[config.mk]
export PLATFORM = sky130hd
export DESIGN_NAME = result_display_seq
export DESIGN_NICKNAME = d
export VERILOG_FILES = /design/src/rtl/result_display_pkg.sv /design/src/rtl/result_display_seq_dwell_timer.sv /design/src/rtl/result_display_seq.sv
export SDC_FILE = /design/constraint.sdc
export NUM_CORES = 1
export LEC_CHECK = 0
export ABC_CLOCK_PERIOD_IN_PS = 4900
export CAP_MARGIN = 10
export CORE_ASPECT_RATIO = 0.6
export CORE_MARGIN = 3
export CORE_UTILIZATION = 60
export CTS_BUF_LIST = sky130_fd_sc_hd__clkbuf_8 sky130_fd_sc_hd__clkbuf_16
export CTS_CLUSTER_DIAMETER = 100
export DETAILED_ROUTE_END_ITERATION = 10
export PLACE_DENSITY_LB_ADDON = 0.15
export SYNTH_ARGS = -nofsm -noshare
export SYNTH_HDL_FRONTEND = slang
export SYNTH_SLANG_ARGS = --single-unit
[constraint.sdc]
create_clock -name clk_i -period 4.9 [get_ports clk_i]
set_input_delay 0.735 -clock clk_i [delete_from_list [all_inputs] [get_ports clk_i]]
set_output_delay 0.735 -clock clk_i [all_outputs]
set_load 0.005 [all_outputs]
[src/rtl/result_display_pkg.sv]
// -----------------------------------------------------------------------------
// result_display_pkg
// Shared types and constants for the result display sequencer.
//   disp_state_e         : sequencer state (COLLECT a matrix, DISPLAY it)
//   CLK_FREQ_HZ          : board clock frequency (iCEBreaker, 12 MHz)
//   DWELL_SECONDS        : how long each word stays on the display
//   DWELL_CYCLES_DEFAULT : dwell expressed in clock cycles
// -----------------------------------------------------------------------------
package result_display_pkg;

    typedef enum logic [0:0] {
        COLLECT = 1'b0,
        DISPLAY = 1'b1
    } disp_state_e;

    localparam int CLK_FREQ_HZ          = 12_000_000;
    localparam int DWELL_SECONDS        = 5;
    localparam int DWELL_CYCLES_DEFAULT = CLK_FREQ_HZ * DWELL_SECONDS;

endpackage

[src/rtl/result_display_seq_dwell_timer.sv]
// -----------------------------------------------------------------------------
// dwell_timer
// Free-running dwell counter used by the display sequencer. Counts 0 through
// count_p-1 while enabled, then wraps to 0.
// Ports:
//   clk_i     : system clock
//   reset_n_i : asynchronous active-low reset
//   en_i      : count enable (sequencer is displaying)
//   clear_i   : synchronous clear, takes priority over en_i
//   expire_o  : high on the last count of a dwell period while enabled
// -----------------------------------------------------------------------------
module dwell_timer #(
    parameter int count_p = 4
) (
    input  logic clk_i,
    input  logic reset_n_i,
    input  logic en_i,
    input  logic clear_i,
    output logic expire_o
);

    localparam int CW = $clog2(count_p + 1);
    localparam logic [CW-1:0] LAST = CW'(count_p - 1);

    logic [CW-1:0] r_count;
    logic          w_at_last;

    assign w_at_last = (r_count == LAST);

    always_ff @(posedge clk_i or negedge reset_n_i) begin
        if (!reset_n_i) begin
            r_count <= '0;
        end else if (clear_i) begin
            r_count <= '0;
        end else if (en_i) begin
            r_count <= w_at_last ? '0 : r_count + CW'(1);
        end
    end

    assign expire_o = en_i && w_at_last;

endmodule

[src/rtl/result_display_seq.sv]
// -----------------------------------------------------------------------------
// result_display_seq
// Collects one result matrix (depth_p words) from the systolic array output
// path, then shows each word in order on the seven-segment path for a fixed
// dwell time before releasing the buffer for the next matrix.
// Ports:
//   clk_i     : system clock
//   reset_n_i : asynchronous active-low reset; discards any partial matrix
//   valid_i   : upstream result word present
//   data_i    : upstream result word
//   ready_o   : block accepts a word this cycle (high only while collecting)
//   skip_i    : one-cycle pulse, advances the display early
//   data_o    : word currently displayed (0 while collecting)
//   index_o   : index of the displayed word (0 while collecting)
//   active_o  : high while displaying
//   done_o    : one-cycle pulse after the last word of a matrix was shown
// -----------------------------------------------------------------------------
module result_display_seq
    import result_display_pkg::*;
#(
    parameter int width_p        = 8,
    parameter int depth_p        = 4,
    parameter int dwell_cycles_p = DWELL_CYCLES_DEFAULT
) (
    input  logic                       clk_i,
    input  logic                       reset_n_i,
    input  logic                       valid_i,
    input  logic [width_p-1:0]         data_i,
    output logic                       ready_o,
    input  logic                       skip_i,
    output logic [width_p-1:0]         data_o,
    output logic [$clog2(depth_p)-1:0] index_o,
    output logic                       active_o,
    output logic                       done_o
);

    localparam int IW = $clog2(depth_p);
    localparam logic [IW-1:0] LAST_IDX = IW'(depth_p - 1);

    disp_state_e        r_state;
    logic [IW-1:0]      r_wr_cnt;
    logic [IW-1:0]      r_rd_idx;
    logic               r_done;
    logic [width_p-1:0] r_buf [depth_p];

    logic w_in_display;
    logic w_accept;
    logic w_expire;
    logic w_advance;
    logic w_timer_clear;

    assign w_in_display = (r_state == DISPLAY);
    // ready is a pure state decode, so accept never depends combinationally
    // on anything but valid_i and registered state.
    assign w_accept     = !w_in_display && valid_i;
    // Expiry and skip in the same cycle collapse into one advance.
    assign w_advance    = w_in_display && (w_expire || skip_i);
    // Keep the timer parked at 0 while collecting so the first word gets a
    // full dwell, and restart it on every advance (needed for early skips).
    assign w_timer_clear = !w_in_display || w_advance;

    dwell_timer #(
        .count_p (dwell_cycles_p)
    ) u_dwell_timer (
        .clk_i     (clk_i),
        .reset_n_i (reset_n_i),
        .en_i      (w_in_display),
        .clear_i   (w_timer_clear),
        .expire_o  (w_expire)
    );

    // Sequencer state. Counters are cleared by the state transitions, so
    // they never need to wrap past depth_p-1.
    always_ff @(posedge clk_i or negedge reset_n_i) begin
        if (!reset_n_i) begin
            r_state  <= COLLECT;
            r_wr_cnt <= '0;
            r_rd_idx <= '0;
            r_done   <= 1'b0;
        end else begin
            r_done <= 1'b0;
            case (r_state)
                COLLECT: begin
                    if (w_accept) begin
                        if (r_wr_cnt == LAST_IDX) begin
                            r_state  <= DISPLAY;
                            r_wr_cnt <= '0;
                            r_rd_idx <= '0;
                        end else begin
                            r_wr_cnt <= r_wr_cnt + IW'(1);
                        end
                    end
                end
                DISPLAY: begin
                    if (w_advance) begin
                        if (r_rd_idx == LAST_IDX) begin
                            r_state  <= COLLECT;
                            r_rd_idx <= '0;
                            r_done   <= 1'b1;
                        end else begin
                            r_rd_idx <= r_rd_idx + IW'(1);
                        end
                    end
                end
            endcase
        end
    end

    // Matrix buffer: contents survive reset; a fresh matrix overwrites them.
    always_ff @(posedge clk_i) begin
        if (w_accept) begin
            r_buf[r_wr_cnt] <= data_i;
        end
    end

    assign ready_o  = !w_in_display;
    assign active_o = w_in_display;
    assign data_o   = w_in_display ? r_buf[r_rd_idx] : '0;
    assign index_o  = w_in_display ? r_rd_idx : '0;
    assign done_o   = r_done;

endmodule
* Yosys cells after proc, flatten, opt, wreduce, memory -nomap -nowiden
Memory sizes are Yosys's and may differ from the RTL's.
Index checks and enable logic that the tools add are counted.
** Word-level totals
- ROM bits :: 0
- Bits in latches :: 0
- Register bits :: 32
- Input port bits :: 12
- Output and inout port bits :: 13
- Memory bits (writable) :: 32
- Word-level logic and storage cells :: 46
- Memories kept :: 1
** Cells by class
- $mul :: 0
- Divide/modulo/power cells :: 0
- Shift operators :: 0
- Add/subtract/negate cells :: 3
- Equality and inequality tests :: 6
- $lt $le $gt $ge :: 0
- Bitwise logic cells :: 1
- Reduce and logical (&&, ||, !) cells :: 9
- Muxes and demuxes :: 21
** Memory list
- r_buf :: words 4, width 8, read ports 1, clocked after memory_dff 0, wr ports 1, line result_display_seq.sv:44 : logic [width_p-1:0] r_buf [depth_p];
** Operators with widths (count)
- 2-to-1 mux 26 bit :: 3
- adder 26 x 1 -> 26 bit (second input constant) :: 1
- == test 26 bit (second input constant) :: 1
- 2-to-1 mux 2 bit :: 6
- 2-to-1 mux 1 bit :: 9
- 2-to-1 mux 8 bit :: 1
- adder 2 x 1 -> 2 bit (second input constant) :: 2
- == test 2 bit (second input constant) :: 2
- != test 2 bit (second input constant) :: 2
- one-hot mux 2 bit (2 select lines) :: 1
- logical AND 1 bit :: 3
- AND reduction 3 bit :: 1
- logical OR 1 bit :: 2
- != test 2 x 1 -> 1 bit (second input constant) :: 1
- one-hot mux 1 bit (2 select lines) :: 1
- AND reduction 2 bit :: 1
- nonzero test 2 bit :: 1
- logical NOT 1 bit :: 1
- NOT 1 bit :: 1

* Logic depth before layout (Yosys ltp)
- Depth in word-level cells :: 6
- Depth in mapped cells :: 6
- Mapped depth without buffers :: 5

* Cells and area by module
Synthesis repeated with hierarchy kept, for this count alone.
** Second synthesis, totals
- Cell total of the unflattened synthesis :: 256
- Area total of the unflattened synthesis :: 3057.9 sq um
** By module, submodules not included
- result_display_seq :: area each 1565.3 sq um, sequential area each 1111.1 sq um, times used 1, cells each 98
- dwell_timer :: area each 1492.7 sq um, sequential area each 650.6 sq um, times used 1, cells each 158

* Least setup slack after synthesis
No wires, ideal clock.
- Path kind :: reg2out
- Start :: register r_rd_idx[0]
- End :: output port data_o[0]
- Path slack :: 2868 ps
- Stages on the path, launching flop included :: 4
- Arrival :: 1297 ps
- Buffers on the path :: 1
- Data required time :: 4165 ps
- Path through :: dfrtp_1 > buf_2 > mux4_2 > and2_1
** On the way
- Cells in the longest elaborated chain, start to end :: 2
** Ends and longest elaborated chain
- start, declared :: line result_display_seq.sv:42 : logic [IW-1:0] r_rd_idx;
- start signal, assigned :: line result_display_seq.sv:101 : r_rd_idx <= r_rd_idx + IW'(1);
- memory read (4 x 8 bit)
- 2-to-1 mux 8 bit :: line result_display_seq.sv:118 : assign data_o = w_in_display ? r_buf[r_rd_idx] : '0;
- end, declared :: line result_display_seq.sv:31 : output logic [width_p-1:0] data_o,
No other way between the ends.

* Final worst setup path
- Start :: register r_rd_idx[0]
- End :: output port data_o[4]
Same word-level chain as after synthesis.

==> impl_metrics.env <==
export IMPL_synthTopCellsByArea="edfxtp_1, dfrtp_1, mux4_2"
export IMPL_grt_usage=0.224
export IMPL_drt_pass1_iter_count=5
export IMPL_ios=25
export IMPL_vdd_drop_max_mv=0.294
export IMPL_synth_edf_count=32
export IMPL_synthToLayoutAreaGrowth_pct=16.1
export IMPL_nFillCells=306
export IMPL_synth_seq_cells=64
export IMPL_crit_path_end_kind="output pin"
export IMPL_dieArea_mm2=0.00591
export IMPL_synth_area_per_cell_um2=12.8
export IMPL_synth_cells=235
export IMPL_finalClockSkew_ps=10.8
export IMPL_max_cap_violations=0
export IMPL_htree_levels=3
export IMPL_slew_viol_final=0
export IMPL_gp_congestion=0.784
export IMPL_drc=0
export IMPL_critPathKind="reg2out"
export IMPL_rsz0062_at_grt="no"
export IMPL_grt_antenna_before_repair=0
export IMPL_post_cts_setup_buffer_count=0
export IMPL_synthFlopType="edfxtp_1"
export IMPL_crit_fanout=12
export IMPL_final_core_utilization=0.740
export IMPL_synth_seq_area_share=0.587
export IMPL_internal_power_w=0.00113
export IMPL_rows=19
export IMPL_synth_commonest_cells="dfrtp_1, edfxtp_1, nand2_1"
export IMPL_drive_gt1_frac=0.112
export IMPL_final_setup_viol_count=0
export IMPL_nNetsFinal=281
export IMPL_relSlewSlack=0.410
export IMPL_async_reset_ff_frac=0.500
export IMPL_drt_iter0_markers=166
export IMPL_synth_nets=253
export IMPL_core_area_mm2=0.00471
export IMPL_fin_crit_sh=0.608
export IMPL_die_h_um=60.8
export IMPL_die_w_um=97.3
export IMPL_whs_path_depth=1
export IMPL_clockPowerShare=0.311
export IMPL_antennaDiodeCount=0
export IMPL_cts_resized_gates=0
export IMPL_ant_nets=0
export IMPL_syn_cell_area_mm2=0.00300
export IMPL_cts_tree="yes"
export IMPL_clkTransAtPathRegs_ps=70
export IMPL_combPwrFrac=0.242
export IMPL_via_per_inst=6.05
export IMPL_clk_latency_ps=330
export IMPL_status="finished, final reports clean"
export IMPL_wl_per_cell_um=18.0
export IMPL_multi_input_area_mm2=0.00116
export IMPL_p_per_area_mw_per_mm2=442
export IMPL_cts_sink_count=64
export IMPL_cts_max_path_buffers=2
export IMPL_cp_start_kind="register"
export IMPL_ys_warn_count=0
export IMPL_drt_total_wl_um=5950
export IMPL_hold_viol=0
export IMPL_p_sw_frac=0.267
export IMPL_grt_max_degree=33
export IMPL_finalSetupTns_ps=0
export IMPL_yosysTopAreaCell="edfxtp_1"
export IMPL_vias=2004
export IMPL_hpwl_um=4170
export IMPL_min_path_type="reg2reg"
export IMPL_critical_path_arrival_ps=2240
export IMPL_grt_pass1_vias=1937
export IMPL_worst_slew_pin_slew_ps=885
export IMPL_synthDominantCellAreaShare=0.320
export IMPL_grt_overflow=0
export IMPL_hold_buffers=0
export IMPL_cts_buffers=9
export IMPL_reg2regPathDepth=4
export IMPL_seqPwrFrac=0.448
export IMPL_power_switching_w=0.000412
export IMPL_io_buffer_count=24
export IMPL_start_util=0.638
export IMPL_seq_area_mm2=0.00176
export IMPL_p_leak_nw=1.30
export IMPL_clock_root_buffer="clkbuf_8"
export IMPL_grt_pass1_wl_um=9890
export IMPL_max_freq_mhz=336
export IMPL_period_needed_ps=2980
export IMPL_synthDistinctLibCells=39
export IMPL_cp_data_required_time_ps=4160
cells in the final DEF (no fill, tap or decap), drive strengths merged, types with 2 or more instances in the layout:
cell	netlist	final
nand2	20	20
and2	15	15
or2	2	2
clkbuf	2	9
nand4	10	10
and3	3	3
xor2	10	10
o31ai	9	9
inv	7	8
nor3	2	2
clkdlybuf4s50	0	24
and4	6	6
nand3	8	8
nor2	16	16
mux2i	2	2
bufinv	0	2
dfrtp	32	32
o21ai	6	6
clkinvlp	0	2
or3	4	4
or4	7	7
a21oi	11	11
ha	6	6
clkinv	0	2
edfxtp	32	32
xnor2	2	2
mux4	8	8
registers in the layout, indices dropped and copies added, names as in the netlist:
register / count
active_o: 1
done_o: 1
r_buf: 32
u_dwell_timer.r_count: 26
r_wr_cnt: 2
r_rd_idx: 2
metrics by stage:
stage / setup slack, ps / hold WS (ps) / total power (W) / instances / cell area [um2]
after floorplan: 2870 / 439 / 0.000895 / 235 / 3000
after global placement: 2280 / 473 / 0.00106 / 315 / 3270
after detailed placement: 2220 / 479 / 0.00108 / 315 / 3270
after CTS: 1860 / 489 / 0.00156 / 331 / 3480
after global routing: 1760 / 513 / 0.00162 / 331 / 3480
final: 1920 / 486 / 0.00154 / 331 / 3480
power by group through the flow:
stage	clock [W]	combinational, W	sequential [W]
6_report	0.000479	0.000373	0.000690
5_1_grt	0.000513	0.000410	0.000701
4_1_cts	0.000485	0.000380	0.000692
3_5_place_dp	0	0.000375	0.000703
3_3_place_gp	0	0.000359	0.000697
2_1_floorplan	0	0.000246	0.000649
area by class of cell:
type / instances / area share
repair buffers: 25 / 0.0711
clock inverters: 7 / 0.0251
clock buffers: 9 / 0.0355
well taps: 63 / 0.0226
inverters: 7 / 0.00754
flip-flops and latches: 64 / 0.506
multi-input cells: 156 / 0.332
critical path: stages (launching register included):
cell,delay [ps]
dfrtp_1,740
mux4_2,580
and2_1,160
clkdlybuf4s50_1,430
routing by layer:
metal,up-vias,track usage,share of wire
li1,934,-,-
met3,12,0.0517,0.077
met1,973,0.336,0.48
met4,0,0.101,0.015
met2,85,0.316,0.43
met5,-,0,0
cell families (layout without fill, tap and decap cells):
family | after synthesis | count (layout) | synth area share
AO/OA/AOI/OAI | 29 | 29 | 0.0692
XOR/XNOR | 12 | 12 | 0.0350
adder cells (fa/ha/maj) | 6 | 6 | 0.0250
buffers and inverters | 15 | 48 | 0.0271
flip-flops | 64 | 64 | 0.587
multiplexers | 10 | 10 | 0.0667
AND/OR/NAND/NOR | 99 | 99 | 0.190
final timing paths:
kind | start | end | slack, ps
max reg2reg | active_o | active_o | 2460
min | u_dwell_timer.r_count[0] | u_dwell_timer.r_count[0] | 490
min in group asynchronous | reset_n_i | done_o | 800
max | r_rd_idx[0] | data_o[4] | 1920
max in group asynchronous | reset_n_i | active_o | 3800
min reg2reg | u_dwell_timer.r_count[0] | u_dwell_timer.r_count[0] | 490
Power figures use the tool's default switching activity.
